--- src/rtl/divider_check_pkg.sv ---
// Shared types and constants for the divider result-checking blocks.
// Latency: n/a (package only).
// Backpressure: n/a (package only).
//
// Contents:
//   state_t    - FSM encoding of the reconstruct checker (IDLE, MUL, DONE)
//   DEF_DW     - default operand width (divisor, quotient, remainder)
//   DEF_NW     - derived dividend width, always 2*DW
//   cnt_width  - width of the iteration counter for a given DW
package divider_check_pkg;

    typedef enum logic [1:0] {
        ST_IDLE = 2'd0,
        ST_MUL  = 2'd1,
        ST_DONE = 2'd2
    } state_t;

    localparam int DEF_DW = 8;
    localparam int DEF_NW = 2 * DEF_DW;

    // The counter must hold DW-1. A one-bit floor keeps a DW=1 build legal,
    // because $clog2(1) would otherwise give a zero-width counter.
    function automatic int cnt_width(input int dw);
        return (dw > 1) ? $clog2(dw) : 1;
    endfunction

    localparam int DEF_CNT_W = cnt_width(DEF_DW);

endpackage : divider_check_pkg

--- src/rtl/divider_abs_diff.sv ---
// Unsigned absolute difference |a - b| with ordering flags.
// Latency: purely combinational, zero cycles.
// Backpressure: none; the outputs follow the inputs.
//
// Ports:
//   a, b      - W-bit unsigned operands
//   diff      - |a - b|
//   a_gt_b    - a > b
//   a_eq_b    - a == b
module divider_abs_diff #(
    parameter int W = 16
) (
    input  logic [W-1:0] a,
    input  logic [W-1:0] b,
    output logic [W-1:0] diff,
    output logic         a_gt_b,
    output logic         a_eq_b
);

    always_comb begin
        a_gt_b = (a > b);
        a_eq_b = (a == b);
        // Always subtract the smaller value from the larger one, so the
        // unsigned result can never wrap.
        if (a_gt_b) begin
            diff = a - b;
        end else begin
            diff = b - a;
        end
    end

endmodule : divider_abs_diff

--- src/rtl/divider_reconstruct_seq.sv ---
// Rebuilds the dividend as q*d + r with a shift-add multiplier and reports the error against n.
// Latency: fixed DW cycles from the accept edge to out_valid; one result per transaction.
// Backpressure: in_ready is high only in IDLE; the result is held in DONE until out_ready.
//
// Ports:
//   clk, rst_n             - clock, asynchronous active-low reset
//   in_valid / in_ready    - operand handshake (n, d, q, r sampled on the accept edge)
//   out_valid / out_ready  - result handshake
//   n_rec                  - reconstructed dividend q*d + r
//   err_abs, err_over      - |n - n_rec| and n_rec > n
//   match                  - n_rec == n
//   r_ge_d, d_zero         - remainder not reduced, divisor zero (from the accepted operands)
module divider_reconstruct_seq
    import divider_check_pkg::*;
#(
    parameter  int DW = DEF_DW,
    localparam int NW = 2 * DW
) (
    input  logic          clk,
    input  logic          rst_n,
    input  logic          in_valid,
    output logic          in_ready,
    input  logic [NW-1:0] n,
    input  logic [DW-1:0] d,
    input  logic [DW-1:0] q,
    input  logic [DW-1:0] r,
    output logic          out_valid,
    input  logic          out_ready,
    output logic [NW-1:0] n_rec,
    output logic [NW-1:0] err_abs,
    output logic          err_over,
    output logic          match,
    output logic          r_ge_d,
    output logic          d_zero
);

    localparam int            CW       = cnt_width(DW);
    localparam logic [CW-1:0] CNT_LAST = CW'(DW - 1);
    localparam logic [CW-1:0] CNT_ONE  = CW'(1);

    // ------------------------------------------------------------------
    // State and datapath registers
    // ------------------------------------------------------------------
    state_t        state;
    state_t        state_nxt;

    logic [NW-1:0] n_q;     // dividend captured at accept
    logic [NW-1:0] acc;     // running product, preloaded with r
    logic [NW-1:0] mcand;   // multiplicand d, shifted left each iteration
    logic [DW-1:0] mq;      // multiplier q, shifted right each iteration
    logic [CW-1:0] cnt;     // iteration index 0 .. DW-1

    logic          accept;
    logic          mul_step;
    logic          mul_last;
    logic [NW-1:0] acc_sum;

    logic [NW-1:0] diff_w;
    logic          gt_w;
    logic          eq_w;

    // ------------------------------------------------------------------
    // FSM: state register
    // ------------------------------------------------------------------
    always_ff @(posedge clk or negedge rst_n) begin
        if (!rst_n) begin
            state <= ST_IDLE;
        end else begin
            state <= state_nxt;
        end
    end

    // ------------------------------------------------------------------
    // FSM: next state and handshake outputs
    // ------------------------------------------------------------------
    always_comb begin
        state_nxt = state;
        in_ready  = 1'b0;
        out_valid = 1'b0;
        mul_step  = 1'b0;
        mul_last  = 1'b0;

        case (state)
            ST_IDLE: begin
                in_ready = 1'b1;
                if (in_valid) begin
                    state_nxt = ST_MUL;
                end
            end

            ST_MUL: begin
                // No early exit on a zero multiplier: the latency stays
                // fixed, so throughput measurements in the harness do not
                // depend on the operands.
                mul_step = 1'b1;
                if (cnt == CNT_LAST) begin
                    mul_last  = 1'b1;
                    state_nxt = ST_DONE;
                end
            end

            ST_DONE: begin
                // in_ready stays low here, so a new operand set can never be
                // accepted on the same edge that releases the result.
                out_valid = 1'b1;
                if (out_ready) begin
                    state_nxt = ST_IDLE;
                end
            end

            default: begin
                state_nxt = ST_IDLE;
            end
        endcase
    end

    assign accept = in_ready & in_valid;

    // ------------------------------------------------------------------
    // Shift-add step. acc_sum is the accumulator value after the current
    // iteration. On the last iteration it is the final q*d + r, which feeds
    // the comparator directly. The result registers are therefore loaded
    // on the same edge that enters DONE.
    // ------------------------------------------------------------------
    assign acc_sum = mq[0] ? (acc + mcand) : acc;

    divider_abs_diff #(
        .W (NW)
    ) u_abs_diff (
        .a      (acc_sum),
        .b      (n_q),
        .diff   (diff_w),
        .a_gt_b (gt_w),
        .a_eq_b (eq_w)
    );

    // ------------------------------------------------------------------
    // Operand capture and multiplier iteration
    // ------------------------------------------------------------------
    always_ff @(posedge clk or negedge rst_n) begin
        if (!rst_n) begin
            n_q    <= '0;
            acc    <= '0;
            mcand  <= '0;
            mq     <= '0;
            cnt    <= '0;
            r_ge_d <= 1'b0;
            d_zero <= 1'b0;
        end else if (accept) begin
            // The worst case (2^DW-1)^2 + (2^DW-1) = 2^NW - 2^DW fits in NW
            // bits, so the accumulator never needs a carry-out.
            n_q    <= n;
            acc    <= {{(NW-DW){1'b0}}, r};
            mcand  <= {{(NW-DW){1'b0}}, d};
            mq     <= q;
            cnt    <= '0;
            r_ge_d <= (r >= d);
            d_zero <= (d == '0);
        end else if (mul_step) begin
            acc   <= acc_sum;
            mcand <= mcand << 1;
            mq    <= mq >> 1;
            cnt   <= cnt + CNT_ONE;
        end
    end

    // ------------------------------------------------------------------
    // Result registers. They are written only on the edge that enters
    // DONE. They hold through DONE and keep their values after release,
    // until the next transaction finishes or reset clears them.
    // ------------------------------------------------------------------
    always_ff @(posedge clk or negedge rst_n) begin
        if (!rst_n) begin
            n_rec    <= '0;
            err_abs  <= '0;
            err_over <= 1'b0;
            match    <= 1'b0;
        end else if (mul_last) begin
            n_rec    <= acc_sum;
            err_abs  <= diff_w;
            err_over <= gt_w;
            match    <= eq_w;
        end
    end

endmodule : divider_reconstruct_seq

--- config.mk ---
export PLATFORM = sky130hd
export DESIGN_NAME = divider_reconstruct_seq
export DESIGN_NICKNAME = d
export VERILOG_FILES = /design/src/rtl/divider_check_pkg.sv /design/src/rtl/divider_abs_diff.sv /design/src/rtl/divider_reconstruct_seq.sv
export SDC_FILE = /design/constraint.sdc
export NUM_CORES = 1
export LEC_CHECK = 0
export CORE_ASPECT_RATIO = 0.8
export CORE_MARGIN = 2
export CORE_UTILIZATION = 30
export CTS_CLUSTER_SIZE = 16
export DETAILED_ROUTE_END_ITERATION = 10
export GPL_ROUTABILITY_DRIVEN = 0
export PLACE_DENSITY = 0.58
export SYNTH_ARGS = -nofsm -noshare
export SYNTH_HDL_FRONTEND = slang
export SYNTH_HIERARCHICAL = 1
export SYNTH_SLANG_ARGS = --single-unit
--- constraint.sdc ---
create_clock -name clk -period 8.45 [get_ports clk]
set_input_delay 1.2675 -clock clk [delete_from_list [all_inputs] [get_ports clk]]
set_output_delay 1.2675 -clock clk [all_outputs]
set_load 0.01 [all_outputs]
==> run_results.csv <==
group,metric,value,unit
critical_path,path_class,"flip-flop to flip-flop",
global_routing,grt-ovfl-total,0,
placed_design,dp_hpwl,13990,µm
hold_path,hold_end,"err_abs[3]$_DFFE_PN0P_",
floorplan,core-area,0.02150,mm²
clock_tree,hold_buffers,0,
floorplan,num_io_pins,82,
detailed_routing,drc_errors,0,
sta,max_freq,213.4,MHz
sta,fin_tns_setup,0,ns
clock_tree,h-tree-depth,3,
sta,setup-violations-final,0,
sta,hold_violations,0,
logic_synthesis,synthesis.nets,872,
logic_synthesis,syn_area_per_cell,8.509,µm²
sta,rsz0062_at_grt,"false",
logic_synthesis,synthFlopType,"dfrtp_1",
critical_path,crit_path_max_fanout,12,
global_routing,grt_max_degree,51,
sta,finalClockSkew,0.01310,ns
layout,layoutNonFillerInstCount,1113,
logic_synthesis,yosysSeqAreaShare,37.09,%
global_routing,grt_pass1_wl,30410,µm
sta,slew_viol_final,0,
critical_path,start_kind,"flip-flop",
critical_path,r2r_slack,3.76,ns
hold_path,holdCritStartpoint,"err_abs[3]$_DFFE_PN0P_",
layout,drive_gt1_share,6.802,%
run,cap_violations,0,
critical_path,cp_data_required_time,8.70,ns
floorplan,die_x,169.1,µm
logic_synthesis,synth_edf_count,0,
layout,fin_util,36.71,%
logic_synthesis,postSynthCellCount,769,
detailed_routing,drtIter0Drc,392,
clock_tree,clk_pin_slew,0.08,ns
hold_path,hold_path_class,"flip-flop to flip-flop",
critical_path,ff2ff_path_depth,20,
detailed_routing,totalWireLength,18710,µm
critical_path,reg2reg_to,"err_abs[8]$_DFFE_PN0P_",
clock_tree,cts_resized,0,
sta,min_period,4.685,ns
clock_tree,numCtsBuffers,9,
logic_synthesis,syn_area,0.006544,mm²
logic_synthesis,synth.ff_latch_count,97,
floorplan,die_h,136.1,µm
placed_design,port_buffers,81,
sta,tightestPinTransition,0.9003,ns
clock_tree,clock_sinks,97,
clock_tree,clkLatencyLatePin,0.36,ns
critical_path,cp-end-kind,"flip-flop",
detailed_routing,vias_per_cell,5.059,
clock_tree,cts_max_path_buffers,2,
global_routing,grt_usage,16.93,%
placed_design,dp.cells,1097,
floorplan,rows,48,
logic_synthesis,synthArstFlopShare,100.0,%
detailed_routing,ant_nets,0,
global_routing,antenna_found_initial,0,
sta,max_slew_margin,39.98,%
sta,finalCritPeriodShare,55.45,%
clock_tree,cts_tree,"yes",
critical_path,arrival,4.94,ns
status,outcome,"completed",
layout,final_cell_mix,"nand2_1 (209), dfrtp_1 (97), clkdlybuf4s50_1 (80)",
critical_path,r2r-start,"acc[0]$_DFFE_PN0P_",
detailed_routing,routed-via-count,5631,
layout,mostFrequentLayoutCell,"nand2_1",
detailed_routing,dr.pass1.iters,5,
logic_synthesis,ys_types,63,
logic_synthesis,yosys_warnings,6,
floorplan,die_area,0.02302,mm²
floorplan,initial_core_util,30.44,%
clock_tree,cts_setup_buffers,0,
layout,area_growth,20.63,%
layout,antenna_cells,0,
global_routing,grt_pass1_vias,5497,
clock_tree,cts-root-buf,"clkbuf_16",
hold_path,holdPathStages,2,
layout,nets,936,
detailed_routing,wl_per_cell,16.81,µm
==> critical path, cell delays in order, from the launching register on <==
cell	delay [ns]
dfrtp_1	0.40
ha_1	0.23
fa_1	0.41
a21oi_1	0.21
o21ai_1	0.12
a21oi_2	0.24
o31ai_1	0.16
a311oi_2	0.35
xnor2_1	0.18
mux2_2	0.19
inv_1	0.04
ha_1	0.38
and4_4	0.26
nand2_2	0.08
nor4_4	0.39
a21o_4	0.27
inv_4	0.08
o31a_1	0.31
xor2_1	0.14
nand2_1	0.07
nand2_1	0.05
==> worst max-delay path by stage <==
stage | from | end | cells past startpoint
final | acc[0]$_DFFE_PN0P_ | err_abs[8]$_DFFE_PN0P_ | 20
after global routing | acc[0]$_DFFE_PN0P_ | err_abs[8]$_DFFE_PN0P_ | 20
after CTS | acc[0]$_DFFE_PN0P_ | err_abs[8]$_DFFE_PN0P_ | 20
after detailed placement | acc[0]$_DFFE_PN0P_ | err_abs[8]$_DFFE_PN0P_ | 20
after global placement | acc[0]$_DFFE_PN0P_ | err_abs[8]$_DFFE_PN0P_ | 20
after floorplan | acc[0]$_DFFE_PN0P_ | err_abs[8]$_DFFE_PN0P_ | 20
==> cell usage after synthesis, drive strengths merged, types with 2 or more instances <==
master	count	area [µm²]
clkbuf	19	71.32
nand4	5	31.28
a2111oi	3	26.28
a211o	2	17.52
a211oi	2	15.01
a22o	6	52.55
buf	17	95.08
nand3b	5	37.54
a311oi	2	23.77
a31oi	4	25.02
and3	2	12.51
and2	7	43.80
a21o	14	112.6
a221o	2	20.02
nor2	20	75.07
nor2b	5	31.28
and4	5	46.29
a22oi	20	150.1
nand2	210	790.8
mux2	13	150.1
nand2b	5	31.28
o21a	6	45.04
ha	56	700.7
nor4	3	33.78
xnor2	14	122.6
xor2	13	121.4
nand3	9	50.05
o31a	2	17.52
mux2i	17	170.2
nor3	5	30.03
o21ai	52	260.2
fa	3	60.06
or3	3	18.77
o21bai	9	67.56
inv	53	201.5
dfrtp	97	2427
a21oi	49	256.5
==> area by class of cell <==
type,instances,area [µm²]
clock inverter,6,61.31
fill,2227,13610
inverter,53,201.4
tap,275,344.1
clock buffer,10,239.0
multi-input combinational,583,3752
timing repair buffer,89,868.3
sequential,97,2427
==> flip-flops by register name (all words and copies together), names as in the netlist <==
name	cells
err_over	1
err_abs	16
mq	8
cnt	3
mcand	16
match	1
d_zero	1
acc	16
r_ge_d	1
n_q	16
n_rec	16
state	2
==> through the flow <==
step / area (µm²) / worst slack [ns] / hold slack (ns)
after floorplan: 6544 / 4.282 / 0.4457
after global placement: 7594 / 3.859 / 0.4601
after detailed placement: 7594 / 3.794 / 0.4618
after CTS: 7894 / 3.755 / 0.4799
after global routing: 7894 / 3.367 / 0.4926
final: 7894 / 3.765 / 0.4768
==> cells by family (layout without fill, tap and decap cells) <==
family	after synthesis	after routing	synth area share (%)
AOI/OAI and AO/OA	181	181	17.88
xor gates and xnor gates	27	27	3.729
adders and majority gates	59	59	11.63
buffers and inverters	89	158	5.621
DFF	97	97	37.09
muxes	30	30	4.895
and+or+nand+nor	286	286	19.16
==> layer usage <==
metal,global-route usage [%],part of all wire [%],up-vias
li1,-,-,2746
met1,26.24,53,2689
met2,24.08,39,181
met3,3.144,6.7,15
met4,3.846,1.3,0
met5,0,0,-
Power is left out: the tool's default activity adds up to more than one toggle a clock period on the data nets, which glitch-free logic cannot reach.
